--- config.mk ---
export PLATFORM = sky130hd
export DESIGN_NAME = line_burst_adaptor_flat
export DESIGN_NICKNAME = d
export VERILOG_FILES = /design/src/rtl/line_burst_pkg.sv /design/src/rtl/line_burst_adaptor_if.sv /design/src/rtl/line_burst_adaptor.sv /design/src/flat_wrapper.sv
export SDC_FILE = /design/constraint.sdc
export NUM_CORES = 1
export LEC_CHECK = 0
export CAP_MARGIN = 20
export CORE_AREA = 2 2 278 280
export CTS_CLUSTER_DIAMETER = 40
export DETAILED_ROUTE_END_ITERATION = 16
export DIE_AREA = 0 0 280 282
export HOLD_SLACK_MARGIN = 0.03
export REMOVE_ABC_BUFFERS = 1
export SYNTH_ARGS = -nofsm -noshare
export SYNTH_HDL_FRONTEND = slang
export SYNTH_SLANG_ARGS = --single-unit
export TNS_END_PERCENT = 50
--- constraint.sdc ---
create_clock -name clk -period 2.2 [get_ports clk]
set_input_delay 0.55 -clock clk [delete_from_list [all_inputs] [get_ports clk]]
set_output_delay 0.55 -clock clk [all_outputs]
set_load 0.02 [all_outputs]
--- src/rtl/line_burst_pkg.sv ---
// Shared types and default geometry for the cache line <-> memory burst adaptor.
package line_burst_pkg;

  typedef enum logic [1:0] {
    IDLE = 2'd0,
    FILL = 2'd1,
    WB   = 2'd2,
    DONE = 2'd3
  } state_t;

  localparam int S_LINE  = 256;
  localparam int S_BURST = 64;
  localparam int BEATS   = S_LINE / S_BURST;
  localparam int CNT_W   = $clog2(BEATS);

endpackage

--- src/rtl/line_burst_adaptor_if.sv ---
// Cache-side line request signals plus memory-side burst signals of one adaptor.
interface line_burst_adaptor_if #(
  parameter int s_addr  = 32,
  parameter int s_line  = 256,
  parameter int s_burst = 64
);

  logic [s_addr-1:0]  address_i;
  logic               read_i;
  logic               write_i;
  logic [s_line-1:0]  line_i;
  logic [s_line-1:0]  line_o;
  logic               resp_o;

  logic [s_addr-1:0]  address_o;
  logic               read_o;
  logic               write_o;
  logic [s_burst-1:0] burst_o;
  logic [s_burst-1:0] burst_i;
  logic               resp_i;

  // master: the cache controller plus memory model around the adaptor
  modport master (
    output address_i, read_i, write_i, line_i, burst_i, resp_i,
    input  line_o, resp_o, address_o, read_o, write_o, burst_o
  );

  // slave: the adaptor itself
  modport slave (
    input  address_i, read_i, write_i, line_i, burst_i, resp_i,
    output line_o, resp_o, address_o, read_o, write_o, burst_o
  );

endinterface

--- src/rtl/line_burst_adaptor.sv ---
// Assembles four memory beats into a cache line on fill, splits a line into beats on writeback.
// Request to read_o/write_o: 1 cycle; last beat to resp_o: 1 cycle; resp_i=0 stalls a beat.
module line_burst_adaptor
  import line_burst_pkg::*;
#(
  parameter int s_offset = 5,
  parameter int s_line   = 256,
  parameter int s_burst  = 64,
  parameter int s_addr   = 32
) (
  input logic                 clk,
  input logic                 rst,
  line_burst_adaptor_if.slave bus
);

  localparam int beats = s_line / s_burst;
  localparam int cnt_w = (beats > 1) ? $clog2(beats) : 1;
  localparam logic [s_addr-1:0] line_mask = ~s_addr'((64'd1 << s_offset) - 64'd1);

  state_t            state;
  state_t            state_nxt;
  logic [cnt_w-1:0]  cnt;
  logic [s_line-1:0] wb_line;
  logic [s_line-1:0] fill_line;
  logic [s_addr-1:0] addr_q;
  logic              last_beat;

  assign last_beat = bus.resp_i && (cnt == cnt_w'(beats - 1));

  always_ff @(posedge clk) begin
    if (rst) begin
      state <= IDLE;
    end else begin
      state <= state_nxt;
    end
  end

  always_comb begin
    state_nxt = state;
    case (state)
      IDLE: begin
        if (bus.write_i) begin
          state_nxt = WB;
        end else if (bus.read_i) begin
          state_nxt = FILL;
        end
      end
      FILL:    if (last_beat) state_nxt = DONE;
      WB:      if (last_beat) state_nxt = DONE;
      DONE:    state_nxt = IDLE;
      default: state_nxt = IDLE;
    endcase
  end

  // Address is stored pre-aligned so it stays stable from the first beat through DONE.
  always_ff @(posedge clk) begin
    if (rst) begin
      cnt       <= '0;
      wb_line   <= '0;
      fill_line <= '0;
      addr_q    <= '0;
    end else begin
      case (state)
        IDLE: begin
          if (bus.write_i) begin
            addr_q  <= bus.address_i & line_mask;
            wb_line <= bus.line_i;
            cnt     <= '0;
          end else if (bus.read_i) begin
            addr_q <= bus.address_i & line_mask;
            cnt    <= '0;
          end
        end
        FILL: begin
          if (bus.resp_i) begin
            fill_line[int'(cnt)*s_burst +: s_burst] <= bus.burst_i;
            cnt <= cnt + 1'b1;
          end
        end
        WB: begin
          if (bus.resp_i) begin
            cnt <= cnt + 1'b1;
          end
        end
        default: ;
      endcase
    end
  end

  always_comb begin
    bus.read_o    = (state == FILL);
    bus.write_o   = (state == WB);
    bus.resp_o    = (state == DONE);
    bus.address_o = addr_q;
    bus.line_o    = fill_line;
    bus.burst_o   = wb_line[int'(cnt)*s_burst +: s_burst];
  end

endmodule

--- src/flat_wrapper.sv ---
// flat-port wrapper written by rule: the top's interface ports become plain ports
module line_burst_adaptor_flat import line_burst_pkg::*;
#(
  parameter int s_offset = 5,
  parameter int s_line   = 256,
  parameter int s_burst  = 64,
  parameter int s_addr   = 32
)
  (clk, rst, bus_address_i, bus_read_i, bus_write_i, bus_line_i, bus_burst_i, bus_resp_i, bus_line_o, bus_resp_o, bus_address_o, bus_read_o, bus_write_o, bus_burst_o);
  line_burst_adaptor_if #(.s_addr(s_addr), .s_line(s_line), .s_burst(s_burst)) bus_i ();
  input logic clk;
  input logic rst;
  input wire logic [$bits(bus_i.address_i)-1:0] bus_address_i;
  input wire logic [$bits(bus_i.read_i)-1:0] bus_read_i;
  input wire logic [$bits(bus_i.write_i)-1:0] bus_write_i;
  input wire logic [$bits(bus_i.line_i)-1:0] bus_line_i;
  input wire logic [$bits(bus_i.burst_i)-1:0] bus_burst_i;
  input wire logic [$bits(bus_i.resp_i)-1:0] bus_resp_i;
  output wire logic [$bits(bus_i.line_o)-1:0] bus_line_o;
  output wire logic [$bits(bus_i.resp_o)-1:0] bus_resp_o;
  output wire logic [$bits(bus_i.address_o)-1:0] bus_address_o;
  output wire logic [$bits(bus_i.read_o)-1:0] bus_read_o;
  output wire logic [$bits(bus_i.write_o)-1:0] bus_write_o;
  output wire logic [$bits(bus_i.burst_o)-1:0] bus_burst_o;
  assign bus_i.address_i = bus_address_i;
  assign bus_i.read_i = bus_read_i;
  assign bus_i.write_i = bus_write_i;
  assign bus_i.line_i = bus_line_i;
  assign bus_i.burst_i = bus_burst_i;
  assign bus_i.resp_i = bus_resp_i;
  assign bus_line_o = bus_i.line_o;
  assign bus_resp_o = bus_i.resp_o;
  assign bus_address_o = bus_i.address_o;
  assign bus_read_o = bus_i.read_o;
  assign bus_write_o = bus_i.write_o;
  assign bus_burst_o = bus_i.burst_o;
  line_burst_adaptor #(.s_offset(s_offset), .s_line(s_line), .s_burst(s_burst), .s_addr(s_addr)) u_core (.clk(clk), .rst(rst), .bus(bus_i));
endmodule
After elaboration in Yosys (flattened, before gate mapping)
Cells that the tools add are included.
W data, S select, Z words.

storage, ports and cells
  flip-flop bits (word level) = 548
  bits in latches = 0
  RAM bits = 0
  ROM bits = 0
  logic and storage cells = 38
  memories = 0

cells by class
  $add $sub $neg = 2
  $mul = 0
  divide/modulo/power cells = 0
  magnitude comparators = 0
  equal/unequal tests = 7
  shifts and indexed selects = 3
  multiplexer cells = 11
  bitwise logic cells = 0
  reduce and logical (&&, ||, !) cells = 10

operators by type and width
  cell                         count
  $bwmux W256                  1
  $shift A64 B33 Y256 const A  1
  $shiftx A256 B9 Y64          1
  $shiftx A64 B33 Y256         1
  $mux W32                     2
  $neg A8 Y33                  1
  $mux W2                      6
  $reduce_and A2 Y1            4
  $eq A2 B2 Y1 const B         3
  $pmux W2 S3                  1
  $ne A2 B1 Y1 const B         2
  $pmux W2 S2                  1
  $reduce_bool A2 Y1           2
  $ne A3 B3 Y1 const B         1
  $reduce_and A3 Y1            1
  $add A2 B1 Y2 const B        1
  $eq A2 B1 Y1 const B         1
  $logic_not A2 Y1             1
  $reduce_or A2 Y1             1
  $logic_and A1 B1 Y1          1

Logic depth before layout (Yosys ltp)
  depth in word-level cells = 4
  gate-level depth with buffers = 9
  gate-level depth less buffers = 5

Worst setup path after synthesis
Ideal clock, no wire load.

  path kind = register -> register
  from = reg u_core.cnt[1]
  to = reg u_core.fill_line[192], in the netlist u_core.bus.line_o[192]
  library setup time = 58 ps
  data arrival time = 2356 ps
  data required time = 2142 ps
  path slack = -214 ps
  stages on the path, launching flop included = 9
  buffers on the path = 3
  path through = dfxtp_1 -> buf_2 -> buf_1 -> inv_1 -> ha_1 -> or4b_4 -> nor2_2 -> buf_4 -> a31o_2

between the ends
  longest elaborated chain between the ends = 3

RTL lines
  what                                                         RTL line                  RTL
  start, declared                                              line_burst_adaptor.sv:22  logic [cnt_w-1:0] cnt;
  start signal, assigned                                       line_burst_adaptor.sv:77  cnt <= cnt + 1'b1;
  start signal, assigned                                       line_burst_adaptor.sv:82  cnt <= cnt + 1'b1;
  $neg A8 Y33 (*)                                              line_burst_adaptor.sv:76  fill_line[int'(cnt)*s_burst +: s_burst] <= bus.burst_i;
  $shiftx A64 B33 Y256 or $shift A64 B33 Y256 (tied branches)  line_burst_adaptor.sv:76
  $bwmux W256 (*)                                              line_burst_adaptor.sv:76
  end signal, assigned by index                                line_burst_adaptor.sv:76
  end, declared                                                line_burst_adaptor.sv:24  logic [s_line-1:0] fill_line;

Mark *: on every way between the ends. The rest lies on a longest branch, timed or not.
A chain may end at the register's enable or synchronous reset.

Final worst setup path
  from = reg u_core.cnt[0]
  to = out bus_burst_o[24]

between the ends
  longest elaborated chain between the ends = 1

RTL lines
  what                 RTL line                  RTL
  $shiftx A256 B9 Y64  line_burst_adaptor.sv:96  bus.burst_o = wb_line[int'(cnt)*s_burst +: s_burst];
  end, declared        flat_wrapper.sv:24        output wire logic [$bits(bus_i.burst_o)-1:0] bus_burst_o;

No other way between the ends.

==> flow_metrics.tcl <==
set metrics [dict create \
    via_count 19811 \
    drv_cap 0 \
    combPwrFrac_pct 28.7 \
    intPower_mw 24.8 \
    final_cell_area_um2 33300 \
    p_sw_mw 11.2 \
    synth_edf_count 0 \
    ys_ff_latch 543 \
    pwr-share-clk_pct 39.4 \
    final_common_cell "nand2_1" \
    syn_to_final_growth_pct 62.6 \
    drtAntennaViolNets 0 \
    worstMarginPinSlew_ns 1.12 \
    grt_overflow 0 \
    min_period_ns 2.64 \
    crit_top_cell "buf_12" \
    rsz0062_at_grt "true" \
    worst_r2r_startpoint "u_core.cnt[0]" \
    ir_drop_uv 656 \
    clk_pin_slew_ns 0.05 \
    initial_core_util_pct 27.0 \
    viasPerCell 4.88 \
    power_density_nw_per_um2 1080 \
    drt-wirelength-per-cell_um 20.4 \
    gp_congestion 0.840 \
    finClkSkew_ns 0.0347 \
    setup_viol 64 \
    hold_viol_final 0 \
    grt_pass1_wl_um 120000 \
    crit_path_cell_trace "buf_12, buf_8, buf_12, mux4_2, buf_6" \
    total_power_mw 36.0 \
    initialDrtViolationCount 1381 \
    status "complete, but fails checks" \
    nets 3365 \
    cts.sink_count 543 \
    slew_violations 0 \
    syn-instance-count 2267 \
    synth_area_leader_cell "dfxtp_1" \
    num_rows 101 \
    route.detailed.drc 0 \
    die_y_um 282 \
    worst_setup_path_start_kind "register" \
    synth_ff_type "dfxtp_1" \
    clk_path_buf_depth 3 \
    criticalPathCategory "reg -> out" \
    post-route-util_pct 44.0 \
    crit_path_end_kind "output port" \
    grt_max_degree 223 \
    cp_data_arrival_time_ns 2.09 \
    cp_max_fo 8 \
    dp_hpwl_um 56800 \
    placed_area_um2 29300 \
    grt_usage_pct 19.7 \
    routed_wl_um 82700 \
    required_ns 1.65 \
    p_leak_nw 13.2 \
    mostFrequentLayoutCells "nand2_1 (646), clkdlybuf4s50_1 (541), dfxtp_1 (540)" \
    power_frac_seq_pct 31.9 \
    numPortBuffers 701 \
    timing.slew.headroom_pct 25.2 \
    syn_area_per_cell_um2 9.03 \
    worstHoldStart "u_core.bus.line_o[159]" \
    synth.distinct_cells 39 \
    switching_share_pct 31.1 \
    syn_area_um2 20500 \
    hold_path.class "reg -> reg" \
    cts_buffers 89 \
    root_buffer "clkbuf_16" \
    cp-startpoint "u_core.cnt[0]" \
    cp_slowest_cell "mux4_2" \
    num_io_pins 712 \
    htreeDepth 3 \
    core_um2 75700 \
    worst_skew_pair.late_latency_ns 0.62 \
    yosysWarnings 0 \
    ys_top_cells_by_area "dfxtp_1 (53%), nand2_1 (12%), a21oi_1 (8.8%), mux4_2 (7.0%), a32oi_1 (5.0%)" \
    netlist.area_leader.share_pct 53.1 \
    cts_tree "done" \
    period_share_pct 120 \
    violations "setup timing" \
    die_w_um 280 \
    drt_first_pass_iters 5 \
    dieArea_um2 79000 \
    holdWs_ns 0.445 \
    drive_gt1_share_pct 15.9 \
    max_stage_delay_ns 0.53 \
    fin_tns_setup_ns -23.41 \
    yosysSeqAreaShare_pct 53.1 \
    max_freq_mhz 379 \
    antenna_found_initial 8 \
    first_global_vias 18966 \
    synthArstFlopShare_pct 0 \
    fin_ws_ns -0.442 \
]
==> path summary, 6_finish.rpt <==
check	to	slack, ns	depth (start not counted)
setup / recovery	bus_burst_o[24]	-0.44	5
hold / removal	u_core.bus.line_o[159]	0.44	2
setup reg to reg	u_core.bus.line_o[18]	0.01	12
hold reg to reg	u_core.bus.line_o[159]	0.44	2
==> sequential cells by signal, indices dropped and copies added, names as in the netlist <==
register              cells
u_core.bus.address_o     27
u_core.state              2
u_core.wb_line          256
u_core.bus.line_o       256
u_core.cnt                2
==> metrics by stage <==
stage | worst slack (ns) | std cells
2_1_floorplan | -6.91 | 2053
3_3_place_gp | -0.208 | 3852
3_5_place_dp | -0.219 | 3852
4_1_cts | -0.487 | 4047
5_1_grt | -0.507 | 4059
6_report | -0.442 | 4060
==> routing by layer <==
metal	share of wire [%]	up-vias	track usage, %
li1	-	9417	-
met1	42	9539	24.9
met2	49	695	33.1
met3	5.6	158	3.64
met4	3.5	2	7.99
met5	0.017	-	0
==> logic make-up after synthesis <==
family,count (synthesis),share of synthesized area (%)
muxes,64,7.04
AOI/OAI and AO/OA,551,17.2
buffers and inverters,223,4.92
adders and majority gates,10,0.611
DFF,543,53.1
other,1,0.0183
and+or+nand+nor,875,17.1
==> cell usage after synthesis, drive strengths merged (5+ instances only) <==
cell type / instances
dfxtp: 543
buf: 81
nor2: 119
a31o: 12
a32oi: 116
nand3: 81
nand2: 647
mux4: 64
clkbuf: 137
ha: 10
and3: 15
a21oi: 360
inv: 5
a32o: 52
==> power by group through the flow <==
stage	clock [mW]	combinational, mW	sequential (mW)
floorplan	0	3.32	11.7
CTS	14.4	10.1	11.5
detailed placement	0	9.16	11.7
global route	14.9	11.1	11.6
global placement	0	9.13	11.7
finish	14.2	10.3	11.5
==> repair_timing <==
action / in CTS / in global routing
gates cloned: 6 / 2
pin swaps: 5 / 14
buffers inserted: 21 / 7
hold buffers: 0 / 0
hold endpoints to repair: 0 / 0
endpoints found under the setup margin: 295 / 235
resized for setup: 486 / 78
==> area by class of cell <==
type                       count  area (µm²)
fill                        7342       42400
sequential                   543       10900
timing repair buffer         854        9240
multi-input combinational   1505        8800
clock buffer                 115        2450
tap                          978        1220
clock inverter                53         649
inverter                       5        21.3
antenna                        7        17.5
==> critical path, delay by kind of cell, from the launching register on <==
kind	cells	cell delay, ns
flops	1	0.35
buf+inv	4	0.58
mux	1	0.53
Power figures use the tool's default switching activity.
